$ cat src/rtl/sdram_pkg.sv
// Shared definitions for the SDRAM host arbiter: default widths and FSM encoding.
package sdram_pkg;

  localparam int SDRAM_ADDR_W  = 24;
  localparam int SDRAM_DATA_W  = 16;
  localparam int SDRAM_TIMEOUT = 16;

  typedef enum logic [1:0] {
    ST_IDLE  = 2'd0,
    ST_ISSUE = 2'd1,
    ST_RUN   = 2'd2,
    ST_RESP  = 2'd3
  } arb_state_t;

  // Maps the owning port number to its one-hot response/ready lane.
  function automatic logic [1:0] onehot_port(input logic port);
    return port ? 2'b10 : 2'b01;
  endfunction

endpackage

$ cat src/rtl/sdram_host_arbiter_rr.sv
// Two-way round-robin grant: a tie goes to the port not granted last time.
module rr_arbiter2 (
  input  logic [1:0] req,
  input  logic       last,
  output logic [1:0] gnt
);

  // Combinational grant selection
  always_comb begin
    gnt = 2'b00;
    if (req == 2'b11) begin
      gnt = last ? 2'b01 : 2'b10;
    end else begin
      gnt = req;
    end
  end

endmodule

$ cat src/rtl/sdram_host_arbiter.sv
// Arbitrates two host requesters onto a single SDRAM controller command port,
// one command outstanding at a time, with busy-timeout and read-data checking.
module sdram_host_arbiter
  import sdram_pkg::*;
#(
  parameter int ADDR_W  = SDRAM_ADDR_W,
  parameter int DATA_W  = SDRAM_DATA_W,
  parameter int TIMEOUT = SDRAM_TIMEOUT
) (
  input  logic              clk,
  input  logic              rst,
  input  logic              p0_valid,
  input  logic              p0_we,
  input  logic [ADDR_W-1:0] p0_addr,
  input  logic [DATA_W-1:0] p0_wdata,
  output logic              p0_ready,
  output logic              p0_rsp_valid,
  input  logic              p1_valid,
  input  logic              p1_we,
  input  logic [ADDR_W-1:0] p1_addr,
  input  logic [DATA_W-1:0] p1_wdata,
  output logic              p1_ready,
  output logic              p1_rsp_valid,
  output logic [DATA_W-1:0] rsp_rdata,
  output logic              rsp_err,
  output logic [ADDR_W-1:0] ctl_addr,
  output logic [DATA_W-1:0] ctl_wdata,
  output logic              ctl_wr_enable,
  output logic              ctl_rd_enable,
  input  logic              ctl_busy,
  input  logic [DATA_W-1:0] ctl_rd_data,
  input  logic              ctl_rd_ready
);

  localparam int CNT_W = $clog2(TIMEOUT) + 1;

  arb_state_t        state_r, state_s;
  logic              owner_r, owner_s;
  logic              we_r, we_s;
  logic              last_r, last_s;
  logic              rd_seen_r, rd_seen_s;
  logic [DATA_W-1:0] rd_buf_r, rd_buf_s;
  logic [CNT_W-1:0]  cnt_r, cnt_s;
  logic [1:0]        rdy_r, rdy_s;
  logic [1:0]        rsp_r, rsp_s;
  logic [DATA_W-1:0] rdata_r, rdata_s;
  logic              err_r, err_s;
  logic [ADDR_W-1:0] addr_r, addr_s;
  logic [DATA_W-1:0] wdata_r, wdata_s;
  logic              wr_en_r, wr_en_s;
  logic              rd_en_r, rd_en_s;
  logic [1:0]        gnt_s;

  rr_arbiter2 u_rr (
    .req  ({p1_valid, p0_valid}),
    .last (last_r),
    .gnt  (gnt_s)
  );

  assign p0_ready      = rdy_r[0];
  assign p1_ready      = rdy_r[1];
  assign p0_rsp_valid  = rsp_r[0];
  assign p1_rsp_valid  = rsp_r[1];
  assign rsp_rdata     = rdata_r;
  assign rsp_err       = err_r;
  assign ctl_addr      = addr_r;
  assign ctl_wdata     = wdata_r;
  assign ctl_wr_enable = wr_en_r;
  assign ctl_rd_enable = rd_en_r;

  // Next-state and next-output computation
  always_comb begin
    state_s   = state_r;
    owner_s   = owner_r;
    we_s      = we_r;
    last_s    = last_r;
    rd_seen_s = rd_seen_r;
    rd_buf_s  = rd_buf_r;
    cnt_s     = cnt_r;
    rdy_s     = 2'b00;
    rsp_s     = 2'b00;
    rdata_s   = rdata_r;
    err_s     = err_r;
    addr_s    = addr_r;
    wdata_s   = wdata_r;
    wr_en_s   = wr_en_r;
    rd_en_s   = rd_en_r;
    case (state_r)
      ST_IDLE: begin
        if ((gnt_s != 2'b00) && !ctl_busy) begin
          owner_s   = gnt_s[1];
          last_s    = gnt_s[1];
          we_s      = gnt_s[1] ? p1_we : p0_we;
          addr_s    = gnt_s[1] ? p1_addr : p0_addr;
          wdata_s   = gnt_s[1] ? p1_wdata : p0_wdata;
          wr_en_s   = we_s;
          rd_en_s   = !we_s;
          rdy_s     = gnt_s;
          cnt_s     = '0;
          rd_seen_s = 1'b0;
          rd_buf_s  = '0;
          state_s   = ST_ISSUE;
        end else begin
          state_s = ST_IDLE;
        end
      end
      ST_ISSUE: begin
        if (ctl_busy) begin
          wr_en_s = 1'b0;
          rd_en_s = 1'b0;
          state_s = ST_RUN;
        end else if (cnt_r == CNT_W'(TIMEOUT - 1)) begin
          wr_en_s = 1'b0;
          rd_en_s = 1'b0;
          rsp_s   = onehot_port(owner_r);
          rdata_s = '0;
          err_s   = 1'b1;
          state_s = ST_RESP;
        end else begin
          cnt_s = cnt_r + CNT_W'(1);
        end
      end
      ST_RUN: begin
        if (!we_r && ctl_rd_ready) begin
          rd_seen_s = 1'b1;
          rd_buf_s  = ctl_rd_data;
        end else begin
          rd_seen_s = rd_seen_r;
        end
        // Read data arriving in the same cycle busy falls still counts.
        if (!ctl_busy) begin
          rsp_s   = onehot_port(owner_r);
          state_s = ST_RESP;
          if (we_r) begin
            rdata_s = '0;
            err_s   = 1'b0;
          end else if (ctl_rd_ready) begin
            rdata_s = ctl_rd_data;
            err_s   = 1'b0;
          end else if (rd_seen_r) begin
            rdata_s = rd_buf_r;
            err_s   = 1'b0;
          end else begin
            rdata_s = '0;
            err_s   = 1'b1;
          end
        end else begin
          state_s = ST_RUN;
        end
      end
      ST_RESP: begin
        state_s = ST_IDLE;
      end
      default: begin
        state_s = ST_IDLE;
      end
    endcase
  end

  // State and registered-output update
  always_ff @(posedge clk or posedge rst) begin
    if (rst) begin
      state_r   <= ST_IDLE;
      owner_r   <= 1'b0;
      we_r      <= 1'b0;
      last_r    <= 1'b1;
      rd_seen_r <= 1'b0;
      rd_buf_r  <= '0;
      cnt_r     <= '0;
      rdy_r     <= 2'b00;
      rsp_r     <= 2'b00;
      rdata_r   <= '0;
      err_r     <= 1'b0;
      addr_r    <= '0;
      wdata_r   <= '0;
      wr_en_r   <= 1'b0;
      rd_en_r   <= 1'b0;
    end else begin
      state_r   <= state_s;
      owner_r   <= owner_s;
      we_r      <= we_s;
      last_r    <= last_s;
      rd_seen_r <= rd_seen_s;
      rd_buf_r  <= rd_buf_s;
      cnt_r     <= cnt_s;
      rdy_r     <= rdy_s;
      rsp_r     <= rsp_s;
      rdata_r   <= rdata_s;
      err_r     <= err_s;
      addr_r    <= addr_s;
      wdata_r   <= wdata_s;
      wr_en_r   <= wr_en_s;
      rd_en_r   <= rd_en_s;
    end
  end

endmodule
$ cat config.mk
export PLATFORM = sky130hd
export DESIGN_NAME = sdram_host_arbiter
export DESIGN_NICKNAME = d
export VERILOG_FILES = /design/src/rtl/sdram_pkg.sv /design/src/rtl/sdram_host_arbiter_rr.sv /design/src/rtl/sdram_host_arbiter.sv
export SDC_FILE = /design/constraint.sdc
export NUM_CORES = 1
export LEC_CHECK = 0
export BUFFER_PORTS_ARGS = -buffer_cell sky130_fd_sc_hd__buf_2
export CAP_MARGIN = 0
export CORE_ASPECT_RATIO = 2
export CORE_MARGIN = 8
export CORE_UTILIZATION = 40
export DETAILED_ROUTE_END_ITERATION = 7
export PLACE_DENSITY = 0.68
export SYNTH_ARGS = -nofsm -noshare
export SYNTH_HDL_FRONTEND = slang
export SYNTH_SLANG_ARGS = --single-unit
$ cat constraint.sdc
create_clock -name clk -period 5.2 [get_ports clk]
set_input_delay 1.04 -clock clk [delete_from_list [all_inputs] [get_ports clk]]
set_output_delay 1.04 -clock clk [all_outputs]
set_load 0.02 [all_outputs]
Word-level counts from Yosys, hierarchy flattened. Cells that the tools add are included.

Flip-flop bits (word level): 90. Input port bits: 104. Word-level logic and storage cells: 90.

Add/subtract/negate cells: 1. Eq/ne operators: 12. Mux-type cells: 47. Reduce and logical (&&, ||, !) cells: 15.

Operator list (count): $mux W16 (9); $pmux W16 S2 (2); $mux W24 (1); $mux W2 (10); $mux W1 (15); $mux W5 (3); $ne A2 B2 Y1 const B (6); $pmux W5 S2 (1); $pmux W1 S2 (4); $pmux W2 S4 (1); $reduce_and A4 Y1 (2); $reduce_bool A2 Y1 (4); $eq A2 B2 Y1 const B (3); $reduce_and A3 Y1 (2); $add A5 B1 Y5 const B (1); $eq A5 B4 Y1 const B (1); $pmux W2 S2 (1); $logic_not A1 Y1 (3); $ne A3 B3 Y1 const B (1); $eq A2 B1 Y1 const B (1); $logic_and A1 B1 Y1 (2); $logic_not A2 Y1 (1); $reduce_and A2 Y1 (1).

Logic depth before layout (Yosys ltp). Gate-level depths: netlist of the first run.

Depth after elaboration: 6. Depth in mapped cells: 9. Depth with buffers taken out: 7.

Cells and area by module. A second synthesis of the first run with hierarchy kept.

Cell total of the unflattened synthesis: 434. Area total of the unflattened synthesis: 4260.3 µm².

Modules (own cells, without submodules): sdram_host_arbiter (times used 1, cells an instance 431, area each 4241.6 µm²); rr_arbiter2 (times used 1, cells an instance 3, area each 18.8 µm²).

Worst setup path after synthesis of the first run. No wires, ideal clock.

Path kind: input-to-reg. Start point: input ctl_busy. End point: register rd_seen_r. Setup time: 0.125 ns. Data arrival time: 1.915 ns. Slack: 3.160 ns. Stages: 4. Buffers on the path: 1. Cell sequence: buf_6 -> o21bai_1 -> a22o_2 -> mux2_4.

Word-level cells in the longest chain between the ends: 4.

Ends and longest elaborated chain: start: declaration (line sdram_host_arbiter.sv:30) `input logic ctl_busy,`; $logic_not A1 Y1; $logic_and A1 B1 Y1 (line sdram_host_arbiter.sv:90) `if ((gnt_s != 2'b00) && !ctl_busy) begin`; $ne A2 B2 Y1 (no line); $reduce_and A3 Y1 (no line); end signal: assignment (line sdram_host_arbiter.sv:183) `rd_seen_r <= rd_seen_s;`; end: declaration (line sdram_host_arbiter.sv:41) `logic rd_seen_r, rd_seen_s;`.

No other way between the ends. A chain may end at the register's enable or synchronous reset.

Worst setup path after layout of the first run.
Start point: input p1_valid. End point: register wdata_r[9], in the netlist ctl_wdata[9].

Word-level cells in the longest chain between the ends: 5.

Ends and longest elaborated chain: start: declaration (line sdram_host_arbiter.sv:18) `input logic p1_valid,`; $eq A2 B2 Y1 (line sdram_host_arbiter_rr.sv:11) `if (req == 2'b11) begin`; $mux W2 * (line sdram_host_arbiter_rr.sv:11); $reduce_bool A2 Y1 (line sdram_host_arbiter.sv:90); $logic_and A1 B1 Y1 (line sdram_host_arbiter.sv:90); $reduce_and A2 Y1 (no line); end signal: assignment (line sdram_host_arbiter.sv:191) `wdata_r <= wdata_s;`; end: declaration (line sdram_host_arbiter.sv:49) `logic [DATA_W-1:0] wdata_r, wdata_s;`.

Every way passes the cells marked *; elsewhere a longest branch is shown, timed or not.

==> results of run 1 <==
sequential cells by signal, summed over array words and instances (netlist names), 2 cells and up:
name       cells
cnt_r          5
rsp_r          2
rsp_rdata     16
rdy_r          2
state_r        2
rd_buf_r      16
ctl_addr      24
ctl_wdata     16
logic make-up after synthesis:
logic type               count (synthesis)  synth area share [%]
flip-flops                              90                  52.9
XOR/XNOR                                 2                 0.411
adder cells (fa/ha/maj)                  7                  2.06
AND/OR/NAND/NOR                        138                  14.9
AO/OA/AOI/OAI                          109                  14.1
multiplexers                            45                  10.7
buffers and inverters                   36                  4.88
final timing paths:
check / start / endpoint / slack [ns]
setup / recovery: p1_valid / ctl_wdata[9] / 2.60
hold / removal: owner_r / rsp_r[0] / 0.47
setup reg to reg: state_r[0] / rd_seen_r / 2.78
hold reg to reg: owner_r / rsp_r[0] / 0.47
max in group asynchronous: rst / rsp_r[0] / 3.30
min in group asynchronous: rst / ctl_addr[23] / 0.77
metrics by stage:
stage | cell area [µm²] | hold WS [ns] | setup WS [ns] | std cells | util [%]
2_1_floorplan | 4260 | 0.426 | 1.83 | 427 | -
3_3_place_gp | 5130 | 0.461 | 2.27 | 704 | 48.9
3_5_place_dp | 5130 | 0.466 | 2.21 | 704 | 48.9
4_1_cts | 5470 | 0.476 | 2.57 | 719 | 52.2
5_1_grt | 5470 | 0.504 | 2.45 | 719 | 52.2
6_report | 5470 | 0.470 | 2.60 | 719 | 52.2
power by group through the flow:
stage	Clock [W]	Sequential [W]	Combinational (W)
5_1_grt	0.000785	0.00121	0.00143
3_3_place_gp	0	0.00117	0.00127
3_5_place_dp	0	0.00117	0.00131
4_1_cts	0.000756	0.00117	0.00130
2_1_floorplan	0	0.00140	0.000678
6_report	0.000740	0.00117	0.00128
critical path, cell delays in order:
cell and delay (ns):
buf_2 0.17, a21boi_4 0.77, buf_4 0.46, mux2i_1 0.24, o21ai_1 0.08
per-layer routing:
| layer | up-vias | track usage [%] |
|---|---|---|
| li1 | 1759 | - |
| met1 | 1603 | 17.5 |
| met2 | 122 | 29.0 |
| met3 | 10 | 4.50 |
| met4 | 0 | 5.49 |
| met5 | - | 0 |
cells in the final DEF, fill, tap and decap left out, types with 2 or more instances in the layout:
master / synthesis / layout
o21ai_1: 77 / 76
a22oi_1: 9 / 9
ha_1: 7 / 7
nor3b_2: 2 / 2
and2_1: 2 / 2
nor2_1: 17 / 17
bufinv_16: 0 / 3
nand3b_1: 2 / 2
buf_4: 2 / 3
nand2_1: 98 / 98
clkinv_2: 0 / 2
nand2b_1: 3 / 3
inv_1: 6 / 5
dfrtp_1: 89 / 89
a21o_1: 2 / 2
o31ai_1: 2 / 2
nor4_2: 2 / 2
a21oi_1: 11 / 11
clkbuf_16: 0 / 9
buf_2: 10 / 166
mux2i_1: 43 / 43
xnor2_1: 2 / 2
final cells by class:
type	count	area (µm²)	share of cell area, %
Multi-Input combinational cell	301	1820	33.3
Clock inverter	5	103	1.88
Timing Repair Buffer	169	853	15.6
Sequential cell	90	2250	41.2
Inverter	7	27.5	0.503
Clock buffer	10	239	4.37
Tap cell	137	171	3.14
==> results.md, run 1 <==
* Status: finished, final reports clean
* Switching power at 0.00125 W
* Worst slew margin at ~22%
* CP required at 5.38 ns
* Vias per cell at between 4 and 5
* Arrival time worst endpoint at ~2.8 ns
* Vias post-DR at roughly 3.5k
* Count of cell types in the netlist at 45
* Final critical-path share of the clock period at about half
* GRT overflow at 0
* DR WL met2 at between 6000 and 7000 µm
* Setup CP Type: input port to flip-flop
* Total chip power at ~0.0032 W
* First-pass GRT wire length at ~18000 µm
* Reg2Reg Depth at 5
* Largest net degree at the start of global routing at 54
* Max Cap Viol at 0
* Syn_nets at about 540
* Synth area leader: dfrtp_1
* CTS tree: yes
* Layout fillers at slightly above 1k
* Post-synth top area share at between 50% and 60%
* CTS max path bufs at 2
* Num CTS Buffers at 9
* Switching Share at between 30% and 40%
* Starting Density at between 40% and 50%
* Clock Tree Root: clkbuf_16
* Final slew viol count at 0
* Max Fanout on Critical Path at 23
* Avg Inst Size Synth at approximately 10 µm²
* Clk_lat worst skew at between 0.3 and 0.4 ns
* Final setup TNS at 0 ns
* Max Clock Freq at ~380 MHz
* IO buf count at approximately 170
* Most common cell in the netlist: nand2_1
* Fin crit period at 2.60 ns
* Commonest cells post-synth: nand2_1, dfrtp_1, o21ai_1, mux2i_1, nor2_1
* DRT Wirelength at 11300 µm
* # diodes at 0
* Count of hold buffers inserted by post-cts repair at 0
* Endpoints failing hold at 0
* Row cnt at 53
* CP Launch Type: input port
* Antenna violations before repair at 0
* Comb power frac at 40.1%
* Core Area at approximately 10000 µm²
* Die height at 162 µm
* RSZ-0062 raised after global routing: false
* Routed wire per std cell at around 16 µm
* Gate Count Post-Synth at 427
* Area Overhead vs Synth at 28.4%
* Async set-reset flop share out of synthesis at 100%
* Worst Tran Pin Value at around 1.2 ns
* EDFF count, synth at 0
* Die width at 89.0 µm
* Met3 WL at about 780 µm
* Worst clock skew at slightly below 0.008 ns
* Met1 WL at about 4300 µm
* Internal power at just under 0.002 W
* HP Class: flip-flop to flip-flop
* Top routing layer in use: met4
* Worst-path clk slew at roughly 0.070 ns
* Synth warnings at 0
* Hold depth at 1
* Yosys reg bits at 90
* Netlist Area Pre-Place at 4260 µm²
* Layout cells sized above 1 at approximately a third
* First-pass DRT Iterations at 4
* Final ANT Viol Nets at 0
* Worst IR drop on VDD at between 0.2 and 0.3 mV
* DRC errors left at 0
* Hpwl dp at between 8000 and 9000 µm
* Clock sink count at 90
* Net count, final at ~700
* Final Setup Violations at 0
* # IOs at approximately 170
* CP Capture Type: flip-flop
* Lkg Pwr at 2.79 nW
* Gr usage total at about 16%
* Seq pwr share at 36.7%
* Area of the die at about 14000 µm²
* Number of global-route vias before repair at ~3.8k
* Most used DFF post-synth: dfrtp_1
* Top post-synthesis cells by area: dfrtp_1, mux2i_1, o21ai_1
* CTS resizes at 0
* Post-CTS setup buffers at 0
* Drt initial violations at 83
* Cell area power density at 582 nW/µm²
* Clk pwr share at between 20% and 30%
* Sequential area share after synthesis at 52.9%
* Max H-tree Level at 3
* GP Congestion at ~0.76
Power figures use the tool's default switching activity.
==> inputs of run 2 (changes only) <==
- ABC_AREA: default -> 1
- PLACE_DENSITY: 0.68 -> 0.67
- clock period: 5.2 -> 2.6 ns (I/O delays scaled with it)
==> run 2 against run 1 <==
  * Synthesized area up 5.5%
  * Clock skew about the same
  * Wire length up 1.7%
  * Via count up 11%
  * Critical path type is now flip-flop to flip-flop
  * Critical endpoint is now ctl_wdata[14]
==> results.md, run 2 <==
* CP Launch Type: flip-flop
* Final setup TNS at 0 ns (unchanged)
* Area after DPL at 5370 µm² (+4.7%)
* CP Capture Type: flip-flop
* Synth warnings at 0 (unchanged)
* First-pass DRT Iterations at 4 (unchanged)
* Max Clock Freq at 513 MHz
* Synth area leader: dfrtp_1
* Gr usage total at 15.5% (-0.71 points)
* Num CTS Buffers at 9 (unchanged)
* Netlist Area Pre-Place at 4490 µm² (+5.5%)
* Critical Path Source: state_r[0]
* Number of flip-flops in the largest register at 24 (unchanged)
* Net count, final at 785 (+14%)
* CP endpoint: ctl_wdata[14]
* Worst Tran Pin Value at 0.738 ns (-0.424 ns)
* DRT Wirelength at 11500 µm (+1.7%)
* Hpwl dp at 8500 µm (-3.5%)
* Clock Tree Root: clkbuf_16
* Drt initial violations at 234 (+180%)
* Status: finished, final reports clean
* CP required at 2.87 ns (-2.51 ns)
* Most frequent cells in the layout: nand2_1, buf_2, dfrtp_1, inv_1, o211ai_1
* Commonest cells post-synth: nand2_1, dfrtp_1, inv_1, o211ai_1, o21ai_2
* HP Class: input port to asynchronous set/reset pin
* Arrival time worst endpoint at 2.22 ns (-0.56 ns)
* CTS tree: yes
* CTS max path bufs at 2 (unchanged)
* Setup CP Type: flip-flop to flip-flop
* Antenna violations before repair at 0 (unchanged)
* Final critical-path share of the clock period at 74.9%
* Setup slack, reg-to-reg at 0.65 ns (-2.13 ns)
* GRT overflow at 0 (unchanged)
* Met3 WL at 877 µm (+12%)
* Final Setup Violations at 0 (unchanged)
* Layout fillers at 1107 (+8.3%)
* Clock sink count at 90 (unchanged)
* Row cnt at 55 (+3.8%)
* Lkg Pwr at 3.15 nW (+13%)
* R2r startpoint: state_r[0]
* Layout cells sized above 1 at 34.8% (+0.39 points)
* Async set-reset flop share out of synthesis at 100% (unchanged)
* Most common cell in the netlist: nand2_1
* Syn_nets at 629 (+17%)
* Die width at 90.9 µm (+2.2%)
* EDFF count, synth at 0 (unchanged)
* Reg2Reg Depth at 8 (+3)
* GP Congestion at 0.816 (+6.9%)
* Final slew viol count at 0 (unchanged)
* DRC errors left at 0 (unchanged)
* Most used DFF post-synth: dfrtp_1
* Fin crit period at about 1.9 ns
* Top routing layer in use: met4
* Top post-synthesis cells by area: dfrtp_1, nand2_1, o211ai_1
* Most common cell after layout, fill and taps aside: nand2_1
* Area of the die at 15100 µm² (+4.7%)
* Worst IR drop on VDD at 0.578 mV (+130%)
* Core Area at 11100 µm² (+6.4%)
* FF/Latch Area at 2250 µm² (unchanged)
* Multi-input gate area at 1810 µm² (-0.55%)
* Count of cell types in the netlist at 30 (-33%)
* First-pass GRT wire length at 19600 µm (+6.6%)
* Starting Density at 40.3% (-0.36 points)
* Placed cells at 805 (+14%)
* Yosys reg bits at 90 (unchanged)
* Die height at 166 µm (+2.4%)
* # IOs at 167 (unchanged)
* DR WL met2 at 5370 µm (-11%)
* Clk_lat worst skew at 0.33 ns (about the same)
* Worst slew margin at 50.8% (+29 points)
* Avg Inst Size Synth at 8.67 µm² (-13%)
* Cell area power density at 1150 nW/µm² (+98%)
* Max Cap Viol at 0 (unchanged)
* PnR worst setup slack at 0.652 ns (-1.95 ns)
* Sequential area share after synthesis at 50.2% (-2.7 points)
* IO buf count at 166 (unchanged)
* Gate Count Post-Synth at 518 (+21%)
* Largest net degree at the start of global routing at 51 (-5.6%)
* Finished Cell Area at 5690 µm² (+4.1%)
* Routed wire per std cell at 14.0 µm (-11%)
* Max H-tree Level at 3 (unchanged)
* Vias post-DR at 3871 (+11%)
* Endpoints failing hold at 0 (unchanged)
* Worst clock skew at 0.00757 ns (-0.000136 ns)
* # diodes at 0 (unchanged)
* Count of hold buffers inserted by post-cts repair at 0 (unchanged)
* RSZ-0062 raised after global routing: false
* CTS resizes at 0 (unchanged)
* RR Endpoint: ctl_wdata[14]
* Vias per cell at 4.71 (-3.0%)
* Max Fanout on Critical Path at 42 (+83%)
* Met1 WL at 5090 µm (+18%)
* Final ANT Viol Nets at 0 (unchanged)
* Area Overhead vs Synth at 26.8%
* Post-synth top area share at 49.6% (-2.7 points)
* Number of global-route vias before repair at 4152 (+10%)
* Post-CTS setup buffers at 0 (unchanged)
* Pre-CTS setup slack at 0.641 ns (-1.56 ns)
* Worst-path clk slew at 0.07 ns (about the same)
* Layout Cells excl Fill at 821 (+14%)
[run 2: worst min-delay path by stage]
stage / to / cells past startpoint / slack (ns)
final: ctl_wdata[14] / 2 / 0.19
after CTS: ctl_wdata[14] / 2 / 0.19
after global placement: rsp_r[0] / 1 / 0.43
after floorplan: rsp_r[0] / 1 / 0.41
after detailed placement: rsp_r[0] / 1 / 0.44
after global routing: rd_buf_r[3] / 2 / 0.22
[run 2: logic make-up after synthesis]
kind of cell               Yosys count  share of synthesized area, %
buffers and inverters               87                          9.58
adders and majority gates            7                          1.95
and+or+nand+nor                    225                          21.1
DFF                                 90                          50.2
AOI/OAI and AO/OA                  109                          17.2
[run 2: final cells by class]
| cell class | instances | area share (%) |
|---|---|---|
| inverters | 59 | 4.00 |
| clock inverters | 5 | 1.52 |
| repair buffers | 173 | 15.7 |
| clock buffers | 11 | 4.26 |
| multi-input cells | 341 | 31.8 |
| well taps | 142 | 3.12 |
| flip-flops and latches | 90 | 39.6 |
[run 2: where the power goes]
part,switching [W],internal [W]
sequential,0.000336,0.00202
clock,0.000540,0.000876
combinational,0.00186,0.000918
total,0.00274,0.00382
[run 2: metrics by stage]
stage / util, % / total power (W) / hold WS [ns]
after floorplan: - / 0.00447 / 0.410
after global placement: 48.1 / 0.00517 / 0.433
after detailed placement: 48.1 / 0.00522 / 0.436
after CTS: 51.1 / 0.00666 / 0.194
after global routing: 51.1 / 0.00706 / 0.218
final: 51.1 / 0.00656 / 0.191
[run 2: worst max-delay path, cell delays in order (launching register included)]
cell      delay, ns
dfrtp_1        0.39
inv_1          0.12
ha_1           0.23
inv_2          0.08
nor2_4         0.13
nand2_4        0.06
inv_2          0.52
o211ai_1       0.20
nand2_1        0.11
[run 2: per-layer routing]
| metal | global-route usage, % | up-vias |
|---|---|---|
| li1 | - | 1982 |
| met1 | 18.9 | 1757 |
| met2 | 24.6 | 122 |
| met3 | 6.11 | 10 |
| met4 | 4.67 | 0 |
| met5 | 0 | - |
